**config.mk**
```make
export PLATFORM = sky130hd
export DESIGN_NAME = dca_matrix_store_packer
export DESIGN_NICKNAME = d
export VERILOG_FILES = /design/src/rtl/dca_store_pkg.sv /design/src/rtl/dca_row_serializer.sv /design/src/rtl/dca_matrix_store_packer.sv
export SDC_FILE = /design/constraint.sdc
export NUM_CORES = 1
export LEC_CHECK = 0
export BUFFER_PORTS_ARGS = -buffer_cell sky130_fd_sc_hd__buf_4
export CAP_MARGIN = 20
export CORE_UTILIZATION = 42
export DETAILED_ROUTE_END_ITERATION = 7
export RECOVER_POWER = 50
export SLEW_MARGIN = 20
export SYNTH_ARGS = -nofsm -noshare
export SYNTH_HDL_FRONTEND = slang
export SYNTH_SLANG_ARGS = --single-unit
```
**constraint.sdc**
```tcl
create_clock -name clk -period 7.9 [get_ports clk]
set_input_delay 0.395 -clock clk [delete_from_list [all_inputs] [get_ports clk]]
set_output_delay 0.395 -clock clk [all_outputs]
set_load 0.02 [all_outputs]
```
**src/rtl/dca_store_pkg.sv**
```systemverilog
// ---------------------------------------------------------------------------
// dca_store_pkg
// Shared definitions for the matrix store path: FSM state encoding used by
// dca_matrix_store_packer, the AXI write-response codes, and the helper
// that derives how many AXI data beats make up one tensor row.
// ---------------------------------------------------------------------------
package dca_store_pkg;

   // Store FSM states, kept as plain constants so older tools that only see
   // a two-bit vector still decode them the same way.
   typedef logic [1:0] state_t;
   localparam state_t ST_IDLE   = 2'd0;
   localparam state_t ST_RUN    = 2'd1;
   localparam state_t ST_WAIT_B = 2'd2;
   localparam state_t ST_DONE   = 2'd3;

   // AXI BRESP encodings
   localparam logic [1:0] RESP_OKAY   = 2'b00;
   localparam logic [1:0] RESP_EXOKAY = 2'b01;
   localparam logic [1:0] RESP_SLVERR = 2'b10;
   localparam logic [1:0] RESP_DECERR = 2'b11;

   // Number of AXI data beats needed to carry one tensor row
   function automatic int calcBeats(input int rowBits, input int dataBits);
      return rowBits / dataBits;
   endfunction

endpackage

```
**src/rtl/dca_row_serializer.sv**
```systemverilog
// ---------------------------------------------------------------------------
// dca_row_serializer
// Holds one tensor row and slices it into AXI W beats, lowest element first.
// A new row may be loaded in the same cycle that the last beat of the
// current row handshakes, so rows stream with no bubble.
//
// Ports:
//   clk, rst     clock and synchronous active-high reset
//   load_i       row handshake from the top; captures row_i
//   row_i        full tensor row, element 0 in the LSBs
//   enable_i     top allows beats (AW for this row already accepted)
//   wready_i     AXI W ready
//   full_o       holding register contains a row with beats left
//   wvalid_o     AXI W valid
//   wdata_o      current beat
//   wlast_o      current beat is the final one of the row
//   rowDone_o    final beat of the row handshakes this cycle
// ---------------------------------------------------------------------------
module dca_row_serializer
   import dca_store_pkg::*;
#(
   parameter int BW_ROW  = 128,
   parameter int BW_DATA = 32
) (
   input  logic               clk,
   input  logic               rst,
   input  logic               load_i,
   input  logic [BW_ROW-1:0]  row_i,
   input  logic               enable_i,
   input  logic               wready_i,
   output logic               full_o,
   output logic               wvalid_o,
   output logic [BW_DATA-1:0] wdata_o,
   output logic               wlast_o,
   output logic               rowDone_o
);

   localparam int BEATS   = calcBeats(BW_ROW, BW_DATA);
   localparam int BW_BEAT = (BEATS > 1) ? $clog2(BEATS) : 1;
   localparam logic [BW_BEAT-1:0] LAST_BEAT = BW_BEAT'(BEATS - 1);

   logic [BW_ROW-1:0]  hold_q, hold_d;
   logic [BW_BEAT-1:0] beat_q, beat_d;
   logic               full_q, full_d;
   logic               beatFire;
   logic               atLast;

   // The holding register shifts right after each beat, so the outgoing
   // beat is always sitting in the low bits.
   assign atLast    = (beat_q == LAST_BEAT);
   assign wvalid_o  = full_q && enable_i;
   assign wdata_o   = hold_q[BW_DATA-1:0];
   assign wlast_o   = wvalid_o && atLast;
   assign beatFire  = wvalid_o && wready_i;
   assign rowDone_o = beatFire && atLast;
   assign full_o    = full_q;

   // Next-state: advance on each accepted beat; a load wins over draining
   // because it only happens when the register is empty or just emptied.
   always_comb begin
      hold_d = hold_q;
      beat_d = beat_q;
      full_d = full_q;
      if (beatFire) begin
         hold_d = hold_q >> BW_DATA;
         if (atLast) begin
            beat_d = '0;
            full_d = 1'b0;
         end else begin
            beat_d = beat_q + 1'b1;
         end
      end
      if (load_i) begin
         hold_d = row_i;
         beat_d = '0;
         full_d = 1'b1;
      end
   end

   // State registers
   always_ff @(posedge clk) begin
      if (rst) begin
         hold_q <= '0;
         beat_q <= '0;
         full_q <= 1'b0;
      end else begin
         hold_q <= hold_d;
         beat_q <= beat_d;
         full_q <= full_d;
      end
   end

endmodule

```
**src/rtl/dca_matrix_store_packer.sv**
```systemverilog
// ---------------------------------------------------------------------------
// dca_matrix_store_packer
// Takes a store command and a stream of tensor rows and turns each row into
// one AXI4 write burst (AW beat, then BEATS W beats), then waits for every
// B response before pulsing done.
//
// Ports:
//   clk, rst                       clock, synchronous active-high reset
//   cmd_valid/ready, cmd_*         store command (base, stride, row count)
//   row_valid/ready, row_data      tensor rows from the compute array
//   aw*, w*, b*                    AXI4 write channels
//   busy                           command in progress
//   done                           one-cycle completion pulse
//   error                          sticky error response seen this command
// ---------------------------------------------------------------------------
module dca_matrix_store_packer
   import dca_store_pkg::*;
#(
   parameter int BW_AXI_ADDR = 32,
   parameter int BW_AXI_DATA = 32,
   parameter int MATRIX_SIZE = 4,
   parameter int BW_ELEMENT  = 32,
   parameter int BW_NUM_ROW  = 8,
   parameter int BW_TENSOR_ROW = MATRIX_SIZE * BW_ELEMENT
) (
   input  logic                     clk,
   input  logic                     rst,
   input  logic                     cmd_valid,
   output logic                     cmd_ready,
   input  logic [BW_AXI_ADDR-1:0]   cmd_base_addr,
   input  logic [BW_AXI_ADDR-1:0]   cmd_stride,
   input  logic [BW_NUM_ROW-1:0]    cmd_num_row,
   input  logic                     row_valid,
   output logic                     row_ready,
   input  logic [BW_TENSOR_ROW-1:0] row_data,
   output logic                     awvalid,
   input  logic                     awready,
   output logic [BW_AXI_ADDR-1:0]   awaddr,
   output logic [7:0]               awlen,
   output logic                     wvalid,
   input  logic                     wready,
   output logic [BW_AXI_DATA-1:0]   wdata,
   output logic [BW_AXI_DATA/8-1:0] wstrb,
   output logic                     wlast,
   input  logic                     bvalid,
   output logic                     bready,
   input  logic [1:0]               bresp,
   output logic                     busy,
   output logic                     done,
   output logic                     error
);

   localparam int BEATS = calcBeats(BW_TENSOR_ROW, BW_AXI_DATA);

   state_t                  state_q, state_d;
   logic [BW_AXI_ADDR-1:0]  awAddr_q, awAddr_d;
   logic [BW_AXI_ADDR-1:0]  stride_q, stride_d;
   logic [BW_NUM_ROW-1:0]   numRow_q, numRow_d;
   logic [BW_NUM_ROW-1:0]   awCnt_q, awCnt_d;
   logic [BW_NUM_ROW-1:0]   rowCnt_q, rowCnt_d;
   logic [BW_NUM_ROW-1:0]   wRowCnt_q, wRowCnt_d;
   logic [BW_NUM_ROW-1:0]   bCnt_q, bCnt_d;
   logic                    awValid_q, awValid_d;
   logic                    error_q, error_d;

   logic cmdFire, awFire, rowFire, bFire;
   logic serFull, rowDone, wEnable, badResp;

   // A row's W beats may only go out once its AW has been accepted; the
   // row sitting in the serializer is always row number wRowCnt_q.
   assign wEnable   = (awCnt_q > wRowCnt_q);

   assign cmd_ready = (state_q == ST_IDLE) && !rst;
   assign row_ready = (state_q == ST_RUN) && (rowCnt_q < numRow_q) &&
                      (!serFull || rowDone);
   assign awvalid   = awValid_q;
   assign awaddr    = awAddr_q;
   assign awlen     = 8'(BEATS - 1);
   assign wstrb     = '1;
   assign bready    = (state_q == ST_RUN) || (state_q == ST_WAIT_B);
   assign busy      = (state_q == ST_RUN) || (state_q == ST_WAIT_B);
   assign done      = (state_q == ST_DONE);
   assign error     = error_q;

   assign cmdFire = cmd_valid && cmd_ready;
   assign awFire  = awValid_q && awready;
   assign rowFire = row_valid && row_ready;
   assign bFire   = bvalid && bready;
   assign badResp = (bresp == RESP_SLVERR) || (bresp == RESP_DECERR);

   dca_row_serializer #(
      .BW_ROW  (BW_TENSOR_ROW),
      .BW_DATA (BW_AXI_DATA)
   ) u_serializer (
      .clk       (clk),
      .rst       (rst),
      .load_i    (rowFire),
      .row_i     (row_data),
      .enable_i  (wEnable),
      .wready_i  (wready),
      .full_o    (serFull),
      .wvalid_o  (wvalid),
      .wdata_o   (wdata),
      .wlast_o   (wlast),
      .rowDone_o (rowDone)
   );

   // Channel bookkeeping first (AW address accumulator, row/W/B counters,
   // sticky error), then the FSM. The address is a running sum so no
   // multiplier is needed; it wraps modulo the address width on its own.
   // Handshakes on all channels in one cycle are applied together.
   always_comb begin
      state_d   = state_q;
      awAddr_d  = awAddr_q;
      stride_d  = stride_q;
      numRow_d  = numRow_q;
      awCnt_d   = awCnt_q;
      rowCnt_d  = rowCnt_q;
      wRowCnt_d = wRowCnt_q;
      bCnt_d    = bCnt_q;
      awValid_d = awValid_q;
      error_d   = error_q;

      if (awFire) begin
         awAddr_d  = awAddr_q + stride_q;
         awCnt_d   = awCnt_q + 1'b1;
         awValid_d = ((awCnt_q + 1'b1) != numRow_q);
      end
      if (rowFire) begin
         rowCnt_d = rowCnt_q + 1'b1;
      end
      if (rowDone) begin
         wRowCnt_d = wRowCnt_q + 1'b1;
      end
      if (bFire) begin
         bCnt_d = bCnt_q + 1'b1;
         if (badResp) begin
            error_d = 1'b1;
         end
      end

      case (state_q)
         ST_IDLE: begin
            if (cmdFire) begin
               awAddr_d  = cmd_base_addr;
               stride_d  = cmd_stride;
               numRow_d  = cmd_num_row;
               awCnt_d   = '0;
               rowCnt_d  = '0;
               wRowCnt_d = '0;
               bCnt_d    = '0;
               error_d   = 1'b0;
               awValid_d = (cmd_num_row != '0);
               state_d   = (cmd_num_row == '0) ? ST_DONE : ST_RUN;
            end
         end
         ST_RUN: begin
            if (rowDone && ((wRowCnt_q + 1'b1) == numRow_q)) begin
               state_d = ST_WAIT_B;
            end
         end
         ST_WAIT_B: begin
            if (bCnt_d == numRow_q) begin
               state_d = ST_DONE;
            end
         end
         ST_DONE: begin
            state_d = ST_IDLE;
         end
         default: begin
            state_d = ST_IDLE;
         end
      endcase
   end

   // State registers; reset abandons any command in flight
   always_ff @(posedge clk) begin
      if (rst) begin
         state_q   <= ST_IDLE;
         awAddr_q  <= '0;
         stride_q  <= '0;
         numRow_q  <= '0;
         awCnt_q   <= '0;
         rowCnt_q  <= '0;
         wRowCnt_q <= '0;
         bCnt_q    <= '0;
         awValid_q <= 1'b0;
         error_q   <= 1'b0;
      end else begin
         state_q   <= state_d;
         awAddr_q  <= awAddr_d;
         stride_q  <= stride_d;
         numRow_q  <= numRow_d;
         awCnt_q   <= awCnt_d;
         rowCnt_q  <= rowCnt_d;
         wRowCnt_q <= wRowCnt_d;
         bCnt_q    <= bCnt_d;
         awValid_q <= awValid_d;
         error_q   <= error_d;
      end
   end

endmodule
```
# After elaboration in Yosys (flattened, before gate mapping)
# Index checks and enable logic that the tools add are counted.
# op_classes
add_sub_neg,6
n_lt_le_gt_ge,2
n_eq_ne,12
muxes,33
reduce_logical,26
# ops
op,count
128-bit two-way mux,2
32-bit two-way mux,3
8-bit two-way mux,12
32-bit adder,1
8-bit by 1-bit adder with 8-bit output (second input constant),4
8-bit == test,2
1-bit logical AND,12
2-bit == test (second input constant),5
1-bit two-way mux,10
2-bit two-way mux,5
8-bit > comparator,1
8-bit zero test,1
8-bit less-than comparator,1
8-bit != test,1
2-bit case mux with 4 select lines,1
8-bit nonzero test,1
2-bit by 1-bit != test with 1-bit output (second input constant),2
2-bit AND reduction,2
2-bit nonzero test,2
1-bit logical OR,3
3-bit AND reduction,1
2-bit by 1-bit adder with 2-bit output (second input constant),1
2-bit by 1-bit == test with 1-bit output (second input constant),1
1-bit zero test,2
other kinds (3),3
# totals
reg_bits,239
out_inout_bits,85
word_cells,92

# Logic depth before layout (Yosys ltp)
# Gate-level depths: netlist (run 1).
# logic_depth
depth_word,10
ltp_mapped,13
ltp_nobuf,12

# Modules after synthesis
# A second synthesis (run 1) with hierarchy kept.
# unflattened
hier_cells,1630
area_unflattened_um2,13254.0
# by_module_without_submodules
mod,n_inst,cells_per_inst,area_each_um2,seq_area_each_um2
dca_matrix_store_packer,1,904,7064.3,2162.1
dca_row_serializer,1,726,6189.7,2622.5

# Worst setup path before layout (run 1)
# OpenSTA, ideal clock, no wires.
# synth_path
path_kind,register to output
startpoint,reg wRowCnt_q[3]
endpoint,out row_ready
t_arrival_ps,2583
t_required_ps,7505
setup_slack_ps,4922
stages_incl_launch_ff,9
n_path_buf,0
path_cell_list,dfxtp_1 inv_1 ha_1 nand3_1 o2111a_1 a211oi_2 nand3_1 nand2_1 nor4bb_1
# synth_between
elab_chain_cells,6
# synth_rtl
item,line,text
start: declaration,dca_matrix_store_packer.sv:61,"logic [BW_NUM_ROW-1:0] wRowCnt_q, wRowCnt_d;"
start signal: assignment,dca_matrix_store_packer.sv:196,wRowCnt_q <= wRowCnt_d;
8-bit > comparator,dca_matrix_store_packer.sv:71,assign wEnable = (awCnt_q > wRowCnt_q);
1-bit logical AND,dca_row_serializer.sv:51,assign wvalid_o = full_q && enable_i;
named net wvalid,dca_matrix_store_packer.sv:40,"output logic wvalid,"
1-bit logical AND,dca_row_serializer.sv:54,assign beatFire = wvalid_o && wready_i;
1-bit logical AND,dca_row_serializer.sv:55,assign rowDone_o = beatFire && atLast;
1-bit logical OR,dca_matrix_store_packer.sv:75,(!serFull || rowDone);
1-bit logical AND,dca_matrix_store_packer.sv:74,assign row_ready = (state_q == ST_RUN) && (rowCnt_q < numRow_q) &&
end: declaration,dca_matrix_store_packer.sv:34,"output logic row_ready,"
# The timed path passes the listed nets, and every way through them passes these cells.

# Final worst setup path (run 1)
# layout_path
startpoint,in rst
endpoint,reg stride_q[19]
# layout_between
elab_chain_cells,4
# layout_rtl
item,line,text
start: declaration,dca_matrix_store_packer.sv:27,"input logic rst,"
1-bit zero test,dca_matrix_store_packer.sv:73,assign cmd_ready = (state_q == ST_IDLE) && !rst;
1-bit logical AND,dca_matrix_store_packer.sv:73,
1-bit logical AND,dca_matrix_store_packer.sv:85,assign cmdFire = cmd_valid && cmd_ready;
2-bit AND reduction (no source line),-,
end signal: assignment,dca_matrix_store_packer.sv:192,stride_q <= stride_d;
end: declaration,dca_matrix_store_packer.sv:57,"logic [BW_AXI_ADDR-1:0] stride_q, stride_d;"
# Parallel ways exist; a longest one is shown, timed or not.
# A chain may end at the register's enable or synchronous reset.

==> results.yml, run 1 <==
logic_synthesis:
  synth_edf_count: 0
  ys_ff_latch: 239
  ys.flop_type: "dfxtp_1"
  synth-seq-area-share_pct: 37.8
  ys_types: 69
  async_flop_share_pct: 0
  ys_warn_count: 0
  netlist_area_sq_um: 12700
  syn-instance-count: 1496
  syn_avg_cell_area_sq_um: 8.46
floorplanning:
  rows: 63
  core_area_sq_um: 29600
  die_w_microns: 176
  start_util_pct: 42.7
  ioPinCount: 294
  dieHeight_microns: 176
  dieArea_sq_um: 30800
pwr:
  seqPwrFrac_pct: 38.8
  vdd_ir_drop_max_uv: 164
  clock_power_share_pct: 32.7
  p_leak_uw: 0.00669
  p_int_uw: 2620
  p_per_area_nw_per_um2: 257
  p_sw_uw: 1320
  netSwitchingFraction_pct: 33.4
  power_frac_comb_pct: 28.6
  power_uw: 3940
sta:
  holdWs_ps: 53.1
  fin_crit_ps: 4440
  finalSetupViolCount: 0
  fin_skew_ps: 16.4
  worst_pin_slew_ps: 4240
  timing.final.max_slew_violations: 175
  fmax_mhz: 225
  period_share_pct: 56.2
  rsz0062_at_grt: "false"
  tns_ps: 0
  max_slew_margin_pct: -183
  hold_viol: 0
worst_hold_path:
  whs_path_depth: 3
  whs_endpoint: "stride_q[10]"
  hp-class: "in2reg"
  hp-start: "cmd_stride[10]"
place:
  gp_congestion: 0.841
  numPortBuffers: 280
  dp_hpwl_mm: 23.4
clock_network:
  root_buffer: "clkbuf_16"
  cts_tree: "done"
  ctsHoldBuffers: 0
  numCtsBuffers: 29
  clkTransAtPathRegs_ps: 60
  htree_levels: 1
  worstSkewPairLatency_ps: 540
  cts_buffer_depth: 3
  cts_resized: 0
  post_cts_buffers: 0
  cts.sinks: 239
worst_setup_path:
  arrival_ps: 4810
  end_kind: "flip-flop"
  worst-setup-path-type: "in2reg"
  crit_path_start_kind: "primary input"
  required_ps: 8270
  timing.rr.start: "state_q[0]"
  ff2ff_path_depth: 8
  reg2reg_to: "awaddr[1]"
  ff2ff_setup_slack_ps: 3850
  crit_fanout: 96
drt:
  via_count: 11000
  routed_via_density: 5.24
  wl_per_cell_microns: 16.2
  drc: 0
  drt-initial-drc-count: 466
  dr.pass1.iters: 5
  routed_wirelength_mm: 34.0
  ant_nets: 0
grt:
  grt_pass1_vias: 10500
  antenna_found_initial: 4
  grt-ovfl-total: 0
  grt_max_degree: 115
  track_usage_pct: 21.2
  grt_pass1_wl_mm: 53.8
finish:
  syn2layout_area_growth_pct: 21.1
  fin_nets: 1950
  fillers: 2946
  final_common_cell: "dfxtp_1"
  drive_above_1_share_pct: 16.4
  mostFrequentLayoutCells: "dfxtp_1, buf_4, nor2_1"
status:
  outcome: "complete, but fails checks"
  violations: "max-capacitance violations, max-slew violations"
flow_run:
  maxCapViolCount: 3
kinds of logic (layout without fill, tap and decap cells):
family          after synthesis  in the layout  share of synthesized area, %
simple gates                487            487                          17.1
compound gates              362            362                          19.5
flops                       239            239                          37.8
buf+inv                     172            369                          6.64
mux                         100            100                          7.90
xor+xnor                     78             78                          5.39
fa+ha+maj                    56             56                          5.59
other cells                   2             16                        0.0593
layout make-up:
| class | count | area (sq um) | area share [%] |
|---|---|---|---|
| Antenna cell | 4 | 10.0 | 0.0653 |
| Clock buffer | 42 | 825 | 5.38 |
| Clock inverter | 7 | 91.3 | 0.595 |
| Inverter | 27 | 101 | 0.661 |
| Multi-Input combinational cell | 1095 | 7080 | 46.1 |
| Sequential cell | 239 | 4780 | 31.2 |
| Tap cell | 390 | 488 | 3.18 |
| Timing Repair Buffer | 293 | 1960 | 12.8 |
synth_stat cells, types with 3 or more instances:
cell	number	area, sq um
inv_1	25	93.8
o31ai_1	9	67.6
o31a_1	3	26.3
xnor2_1	51	447
xor2_1	27	236
nor2b_1	7	43.8
a211oi_1	108	811
and3_1	8	50.1
ha_1	55	688
dfxtp_1	239	4780
nor3_1	24	120
nor2_1	181	679
o211ai_1	3	22.5
nor4_1	3	18.8
clkbuf_1	71	267
nand3_1	52	260
nand2b_1	37	231
o21a_1	5	37.5
a21o_1	19	143
and2_1	8	50.1
o21ai_0	59	295
o21ai_1	13	65.1
nand2_1	141	529
buf_2	12	60.1
a211oi_2	4	50.1
nand4_1	9	56.3
or3_1	6	37.5
a31oi_1	6	37.5
o21ai_2	3	26.3
a221oi_1	4	35.0
mux2i_1	100	1000
a311oi_1	10	87.6
buf_4	48	360
buf_1	14	52.6
a21oi_1	90	450
layer usage:
metal,part of all wire (%),wire length (microns),GRT usage [%],vias up
li1,-,-,-,5616
met1,46,15600,27.6,5025
met2,45,15400,34.9,280
met3,6.8,2310,4.96,56
met4,2.2,756,6.09,2
met5,0.050,17,0,-
power groups by stage:
stage               Clock (uW)  Combinational (uW)  Sequential, uW
global placement             0                1160            1550
global route              1370                1250            1550
finish                    1290                1130            1530
CTS                       1330                1190            1530
detailed placement           0                1180            1550
floorplan                    0                 837            1550
registers in the layout, summed over array words and instances, names as in the netlist:
signal               count
numRow_q                 8
u_serializer.full_o      1
u_serializer.hold_q    128
awCnt_q                  8
state_q                  2
awvalid                  1
wRowCnt_q                8
rowCnt_q                 8
u_serializer.beat_q      2
stride_q                32
error                    1
bCnt_q                   8
awaddr                  32
how the worst max path moves through the flow:
stage	from	end	slack, ps	cells past startpoint
final	rst	stride_q[19]	3460	5
after detailed placement	wRowCnt_q[6]	u_serializer.hold_q[55]	4090	10
after floorplan	wRowCnt_q[3]	row_ready	4920	8
after CTS	wRowCnt_q[3]	row_ready	3660	9
after global placement	wRowCnt_q[6]	u_serializer.hold_q[88]	4130	10
after global routing	rst	stride_q[23]	2960	5
stage by stage:
step | area [sq um] | cells | util, % | setup WS (ps)
after floorplan | 12700 | 1506 | - | 4920
after detailed placement | 14700 | 2042 | 49.5 | 4090
after global routing | 15300 | 2095 | 51.7 | 2960
final | 15300 | 2097 | 51.8 | 3460
after global placement | 14700 | 2042 | 49.5 | 4130
after CTS | 15600 | 2091 | 52.6 | 3660
critical path, cell delays in order:
cell and delay [ps]:
buf_6 280, buf_4 650, clkbuf_1 3020, nand2b_1 320
o21ai_0 90
Note: power is estimated with default switching activity, not from simulation.
==> run 2: changes to the inputs <==
- clock period: 7.9 -> 4.15 ns (I/O delays scaled with it)
==> results.yml, run 2 (same netlist as run 1, synthesis figures left out) <==
sta:
  tns_ps: 0
  fmax_mhz: 279
  timing.final.max_slew_violations: 63
  rsz0062_at_grt: "false"
  fin_crit_ps: 3590
  fin_skew_ps: 14.9
  period_share_pct: 86.4
  finalSetupViolCount: 0
  max_slew_margin_pct: -42.5
  worst_pin_slew_ps: 2140
  hold_viol: 0
pwr:
  power_frac_comb_pct: 29.6
  netSwitchingFraction_pct: 33.3
  seqPwrFrac_pct: 37.4
  vdd_ir_drop_max_uv: 282
  clock_power_share_pct: 32.9
  p_sw_uw: 2600
  p_per_area_nw_per_um2: 448
  p_leak_uw: 0.00757
  power_uw: 7800
  p_int_uw: 5200
finish:
  drive_above_1_share_pct: 15.1
  final_core_util_pct: 58.7
  fin_nets: 2149
  largest_reg_flops: 128
  final_common_cell: "dfxtp_1"
  largest-register: "u_serializer.hold_q"
  mostFrequentLayoutCells: "dfxtp_1, buf_4, dlygate4sd3_1"
  syn2layout_area_growth_pct: 37.3
worst_hold_path:
  hp-class: "in2reg"
clock_network:
  cts.sinks: 239
  numCtsBuffers: 28
  cts_tree: "done"
  htree_levels: 1
  clkTransAtPathRegs_ps: 60
  cts_buffer_depth: 3
  root_buffer: "clkbuf_16"
  post_cts_buffers: 0
  worstSkewPairLatency_ps: 540
place:
  dp_hpwl_mm: 23.9
  gp_congestion: 0.853
  numPortBuffers: 280
worst_setup_path:
  crit_chain: "inv_1 -> ha_1 -> nand3_1 -> o2111a_1 -> a211oi_2 -> nand3_1 -> buf_4 -> nand2_1 -> nor4bb_1 -> buf_4"
  crit_path_start_kind: "flip-flop"
  crit_fanout: 14
  cp_slowest_cell: "nor4bb_1"
  ff2ff_setup_slack_ps: 580
  arrival_ps: 3380
  worst-setup-path-type: "reg2out"
  end_kind: "primary output"
  cpPeakStageDelay_ps: 500
  required_ps: 3940
  cp_top_family: "simple AND/OR/NAND/NOR gates"
  cp_num_buf_inv: 3
grt:
  track_usage_pct: 23.0
  grt_pass1_vias: 11700
  grt_pass1_wl_mm: 58.7
  antenna_found_initial: 4
  grt-ovfl-total: 0
  grt_max_degree: 117
floorplanning:
  dieHeight_microns: 176
  core_area_sq_um: 29600
  start_util_pct: 42.7
  dieArea_sq_um: 30800
  die_w_microns: 176
  ioPinCount: 294
  rows: 63
drt:
  routed_wirelength_mm: 36.8
  wl_per_cell_microns: 16.0
  ant_nets: 0
  routed_via_density: 5.17
  dr.pass1.iters: 5
  via_count: 11900
  drt-initial-drc-count: 652
  drc: 0
flow_run:
  maxCapViolCount: 1
status:
  violations: "max-capacitance violations, max-slew violations"
  outcome: "complete, but fails checks"
run 2: cell types whose count changed in the layout (fill, tap and decap cells not counted), moves of 2 or more:
cell           delta
buf_12            +2
buf_4             +3
clkbuf_1          -4
clkbuf_8          +2
clkinv_2          +3
dlygate4sd3_1   +196
o21ai_1           +3
o21ai_2           -2
run 2: layer usage:
metal / vias up / global-route usage, % / part of all wire (%)
met5: - / 0 / 0.027
met4: 2 / 6.20 / 2.1
met3: 64 / 4.70 / 5.8
met2: 309 / 39.2 / 47
met1: 5504 / 29.4 / 45
li1: 6010 / - / -
run 2: cell type report:
type / count / area (sq um)
Fill cell: 2631 / 12200
Multi-Input combinational cell: 1095 / 7080
Sequential cell: 239 / 4780
Timing Repair Buffer: 493 / 3960
Clock buffer: 41 / 841
Tap cell: 390 / 488
Clock inverter: 9 / 120
Inverter: 27 / 101
Antenna cell: 5 / 12.5
run 2: power groups by stage:
| stage | clock network, uW | logic [uW] | registers, uW |
|---|---|---|---|
| 3_3_place_gp | 0 | 2220 | 2960 |
| 2_1_floorplan | 0 | 1590 | 2950 |
| 5_1_grt | 2720 | 2560 | 2960 |
| 6_report | 2570 | 2310 | 2920 |
| 3_5_place_dp | 0 | 2250 | 2960 |
| 4_1_cts | 2610 | 2420 | 2920 |
run 2: final timing paths:
check | startpoint | endpoint | cells past startpoint
setup / recovery | wRowCnt_q[3] | row_ready | 10
hold / removal | row_data[72] | u_serializer.hold_q[72] | 3
setup reg to reg | state_q[0] | awaddr[22] | 7
hold reg to reg | u_serializer.hold_q[99] | u_serializer.hold_q[99] | 2
run 2: tightest hold or removal path, delay by kind of cell:
| family | cells | cell delay, ps |
|---|---|---|
| buffers and inverters | 1 | 110 |
| AOI/OAI and AO/OA | 1 | 70 |
| and+or+nand+nor | 1 | 120 |
run 2: per-stage QoR:
step,hold slack [ps],setup WS (ps),cell area (sq um),std cells
final,17.2,564,17400,2299
after global routing,30.4,269,17400,2296
after CTS,8.10,485,17700,2293
after detailed placement,407,936,14700,2048
after global placement,403,1000,14700,2048
after floorplan,316,1360,12700,1506
run 2: repair_timing:
action,in CTS,in global routing
hold buffers,195,1
gates resized for setup,0,0
endpoints found under the hold margin,195,1
